$ cat src/rtl/cla_golden_add.sv
// Reference adder: (W+1)-bit unsigned result of a + b + cin.
module cla_golden_add #(
  parameter int W = 4
) (
  input  logic [W-1:0] a_i,
  input  logic [W-1:0] b_i,
  input  logic         cin_i,
  output logic [W:0]   res_o
);

  assign res_o = {1'b0, a_i} + {1'b0, b_i} + {{W{1'b0}}, cin_i};

endmodule

$ cat config.mk
export PLATFORM = sky130hd
export DESIGN_NAME = cla_golden_add
export DESIGN_NICKNAME = d
export VERILOG_FILES = /design/src/rtl/cla_golden_add.sv
export SDC_FILE = /design/constraint.sdc
export NUM_CORES = 1
export LEC_CHECK = 0
export BUFFER_PORTS_ARGS = -buffer_cell sky130_fd_sc_hd__buf_2
export CAP_MARGIN = 10
export CORE_AREA = 4 4 41 43
export DETAILED_ROUTE_END_ITERATION = 10
export DIE_AREA = 0 0 45 47
export MAX_ROUTING_LAYER = met4
export PLACE_DENSITY_LB_ADDON = 0.1
export SLEW_MARGIN = 20
export SYNTH_ARGS = -nofsm -noshare
export SYNTH_HDL_FRONTEND = slang
export SYNTH_SLANG_ARGS = --single-unit
$ cat constraint.sdc
create_clock -name vclk -period 4.77
set_input_delay 0.954 -clock vclk [all_inputs]
set_output_delay 0.954 -clock vclk [all_outputs]
set_load 0.05 [all_outputs]
==> reports/metrics.csv, run 1 <==
metric,value,unit
status,"finished, final reports clean",
design.seq.count,0,
syn_to_final_growth,61.74,%
postCtsHoldBufs,0,
finalHoldViolations,0,
ir_drop,0.00007315,V
drive_gt1_frac,0.5000,
slew_viol_final,0,
path_class,in -> out,
worst_pin_slew,0.2544,ns
finalNonFillerCells,45,
fin_crit_sh,0.6832,
core_area,1301,µm²
slew_headroom,0.8316,
powerDensity,227.2,nW/µm²
synth_nets,30,
crit_fanout,2,
grtUsageTotal,0.03173,
worstHoldPathType,in -> out,
antennaDiodeCount,0,
wire_per_inst,7.756,µm
synth_top_area_share,0.2783,
initial_utilization,0.1106,
critPathLaunchType,input port,
ios,14,
syn_area,143.9,µm²
die_area,2115,µm²
grt_max_degree,4,
fp.dieW,45,µm
gp_congestion,0.6974,
dp_cells,45,
finalSetupViolCount,0,
cp-end-kind,output pin,
synthTopCellsByCount,"4 x inv_1, 3 x ha_1, 2 x fa_1, 2 x xnor2_1",
syn_inst,16,
synth_area_leaders,"fa_1 28%, ha_1 26%, xnor2_1 12%",
grt_overflow,0,
tns,0,ns
grt_pass1_vias,130,
fin_area,232.7,µm²
post_cts_resized,0,
detail-route-antenna-nets,0,
drt_wl_total,349,µm
seq_area_frac_synth,0,
yosys_warnings,0,
nFillCells,159,
syn_avg_cell_area,8.993,µm²
synth_top_cell_by_area,fa_1,
fp.dieH,47,µm
leakagePower,0.0001353,µW
holdWs,2.386,ns
fp-row-count,13,
dpl.hpwl,343,µm
clkbuf_count,0,
portBuffers,14,
drt-pass1-iter-count,1,
worstPathArrival,2.30,ns
vias,154,
fin_nets,46,
crit_required,3.82,ns
fin_util,0.1788,
grt_pass1_wl,503,µm
place_area,232.7,µm²
rsz0062_at_grt,false,
multi_input_area,128.9,µm²
cap_violations,0,
min_period,3.259,ns
post-cts-setup-buffers,0,
yosysMostFrequentCell,inv_1,
drc,0,
vias_per_cell,3.422,
antenna_found_initial,0,
ys_types,9,
drt-initial-drc-count,0,
seqCellArea,0,µm²
fmaxAchievable,0.3068,GHz
## power breakdown
group	switching (µW)	total, µW	internal, µW
clock	0	0	0
combinational	37.6	52.9	15.3
sequential	0	0	0
## routing by layer
layer	vias up	routed length, µm	part of all wire	global-route usage
met3	0	61	0.17	0
met1	64	159	0.46	0.04515
met4	0	0	0	0
met2	11	128	0.37	0.05367
li1	79	-	-	-
met5	-	0	0	-
## critical path: stages
cell   delay, ns
buf_2       0.11
fa_1        0.44
inv_1       0.08
fa_1        0.41
inv_1       0.06
buf_2       0.25
## final timing paths
| kind | from | cells past startpoint | slack [ns] | end |
|---|---|---|---|---|
| worst min-delay path | cin_i | 3 | 2.39 | res_o[0] |
| worst max-delay path | a_i[0] | 6 | 1.51 | res_o[1] |
## area by class of cell
class | count | share of cell area
Tap cell | 15 | 0.08065
Inverter | 4 | 0.06452
Timing Repair Buffer | 14 | 0.3011
Multi-Input combinational cell | 12 | 0.5538
## stage by stage
stage	power (µW)	setup WS [ns]
4_1_cts	53.65	1.503
3_5_place_dp	53.32	1.504
6_report	52.88	1.511
2_1_floorplan	41.03	1.424
5_1_grt	56.50	1.423
3_3_place_gp	52.97	1.536
## cells by family after synthesis
kind of cell	Yosys count	share of synthesized area
and+or+nand+nor	2	0.08701
adders and majority gates	5	0.5392
AOI/OAI and AO/OA	3	0.1478
xor gates and xnor gates	2	0.1218
buffers and inverters	4	0.1043
## placed cells by master (no fill, tap or decap), drive strengths merged
master / count
nand2b: 1
o21ai: 1
xnor2: 2
buf: 14
ha: 3
a21o: 1
nor2b: 1
inv: 4
fa: 2
a21oi: 1
(Power assumes the default switching activity.)
==> run 2: changes to the inputs <==
==> constraint.sdc (replaced) <==
create_clock -name vclk -period 3.32
set_input_delay 0.664 -clock vclk [all_inputs]
set_output_delay 0.664 -clock vclk [all_outputs]
set_load 0.05 [all_outputs]
==> run 2 against run 1 <==
Combinational power is 43% higher. Cell count did not move. Clock-buffer cell count unchanged. Non-clock buffer count unchanged. Core utilization is the same. Power rose by 43%. Worst hold slack worse by 0.58 ns. Critical path depth unchanged. Global-route usage fell by 0.081 points. First-iteration DRC count unchanged.
==> reports/metrics.csv, run 2 (same netlist as run 1, synthesis figures left out) <==
metric,value,unit,change
fp.dieH,47,µm,unchanged
clkbuf_count,0,,unchanged
crit_fanout,2,,unchanged
worst_pin_slew,0.2518,ns,-0.002623 ns
finalSetupViolCount,0,,unchanged
holdWs,1.806,ns,-0.5800 ns
crit_required,2.66,ns,-1.16 ns
crit_path_max_incr_delay,0.43,ns,about the same
post_cts_resized,0,,unchanged
die_area,2115,µm²,unchanged
nFillCells,151,,-5.0%
design.seq.count,0,,unchanged
drc,0,,unchanged
antennaDiodeCount,0,,unchanged
gp_congestion,0.6926,,-0.69%
ios,14,,unchanged
vias_per_cell,3.356,,-1.9%
postCtsHoldBufs,0,,unchanged
fin_nets,46,,unchanged
final_common_cell,buf_2,,
critPathLaunchType,input port,,
p_total,75.70,µW,+43%
antenna_found_initial,0,,unchanged
path_class,in -> out,,
syn_to_final_growth,61.74,%,unchanged
slew_viol_final,0,,unchanged
grt_pass1_wl,489,µm,-2.8%
slew_headroom,0.8333,,+0.001737
drt-initial-drc-count,0,,unchanged
initial_utilization,0.1106,,unchanged
drive_gt1_frac,0.5000,,unchanged
vias,151,,-1.9%
ir_drop,0.00009996,V,+37%
grt_overflow,0,,unchanged
fp.dieW,45,µm,unchanged
multi_input_area,128.9,µm²,unchanged
finalHoldViolations,0,,unchanged
leakagePower,0.0001353,µW,unchanged
status,"finished, final reports clean",,
worstHoldPathType,in -> out,,
final_cell_mix,"14 x buf_2, 4 x inv_1, 3 x ha_1",,
drt_wl_total,342,µm,-2.0%
grtUsageTotal,0.03092,,-0.0008137
detail-route-antenna-nets,0,,unchanged
drt-pass1-iter-count,1,,unchanged
critPathSlowestCell,fa_1,,
fmaxAchievable,0.3765,GHz,
worstPathArrival,1.99,ns,-0.31 ns
cp-end-kind,output pin,,
timing.critical_path.from,a_i[0],,
powerDensity,325.3,nW/µm²,+43%
min_period,2.656,ns,
fin_crit_sh,0.8000,,
fp-row-count,13,,unchanged
grt_pass1_vias,132,,+1.5%
tns,0,ns,unchanged
grt_max_degree,4,,unchanged
cap_violations,0,,unchanged
seqCellArea,0,µm²,unchanged
wire_per_inst,7.600,µm,-2.0%
core_area,1301,µm²,unchanged
path_cells,"buf_2, fa_1, inv_1, fa_1, inv_1, buf_2",,
setup.worst_path.end,res_o[1],,
rsz0062_at_grt,false,,
post-cts-setup-buffers,0,,unchanged
portBuffers,14,,unchanged
run 2: cell counts in the layout (fill, tap and decap cells not counted):
Identical to the previous run, type by type.
run 2: how the worst min path moves through the flow:
stage / start / endpoint / slack (ns) / cells past startpoint
after floorplan: b_i[1] / res_o[1] / 1.72 / 3
after global placement: cin_i / res_o[0] / 1.81 / 3
after detailed placement: cin_i / res_o[0] / 1.81 / 3
after CTS: cin_i / res_o[0] / 1.82 / 3
after global routing: cin_i / res_o[0] / 1.83 / 3
final: cin_i / res_o[0] / 1.81 / 3
run 2: critical path: cells and delay by family:
| family | cells | cell delay [ns] |
|---|---|---|
| buf+inv | 4 | 0.50 |
| fa+ha+maj | 2 | 0.83 |
run 2: layout make-up:
type,instances,share of cell area
Tap cell,15,0.08065
Timing Repair Buffer,14,0.3011
Inverter,4,0.06452
Multi-Input combinational cell,12,0.5538
run 2: metal layers:
metal | part of all wire | GRT usage | up-vias
met5 | 0 | - | -
met4 | 0 | 0 | 0
met3 | 0.14 | 0 | 0
met2 | 0.38 | 0.04802 | 11
met1 | 0.48 | 0.04740 | 62
li1 | - | - | 78
run 2: power breakdown:
group | internal [µW] | switching, µW
registers | 0 | 0
logic | 21.7 | 54.0
clock network | 0 | 0
total | 21.7 | 54.0
run 2: metrics by stage:
| step | utilization | area (µm²) | setup slack [ns] | instances |
|---|---|---|---|---|
| 5_1_grt | 0.1788 | 232.7 | 0.5546 | 45 |
| 4_1_cts | 0.1788 | 232.7 | 0.6512 | 45 |
| 6_report | 0.1788 | 232.7 | 0.6640 | 45 |
| 3_3_place_gp | 0.1788 | 232.7 | 0.6662 | 45 |
| 2_1_floorplan | - | 143.9 | 0.5537 | 16 |
| 3_5_place_dp | 0.1788 | 232.7 | 0.6523 | 45 |
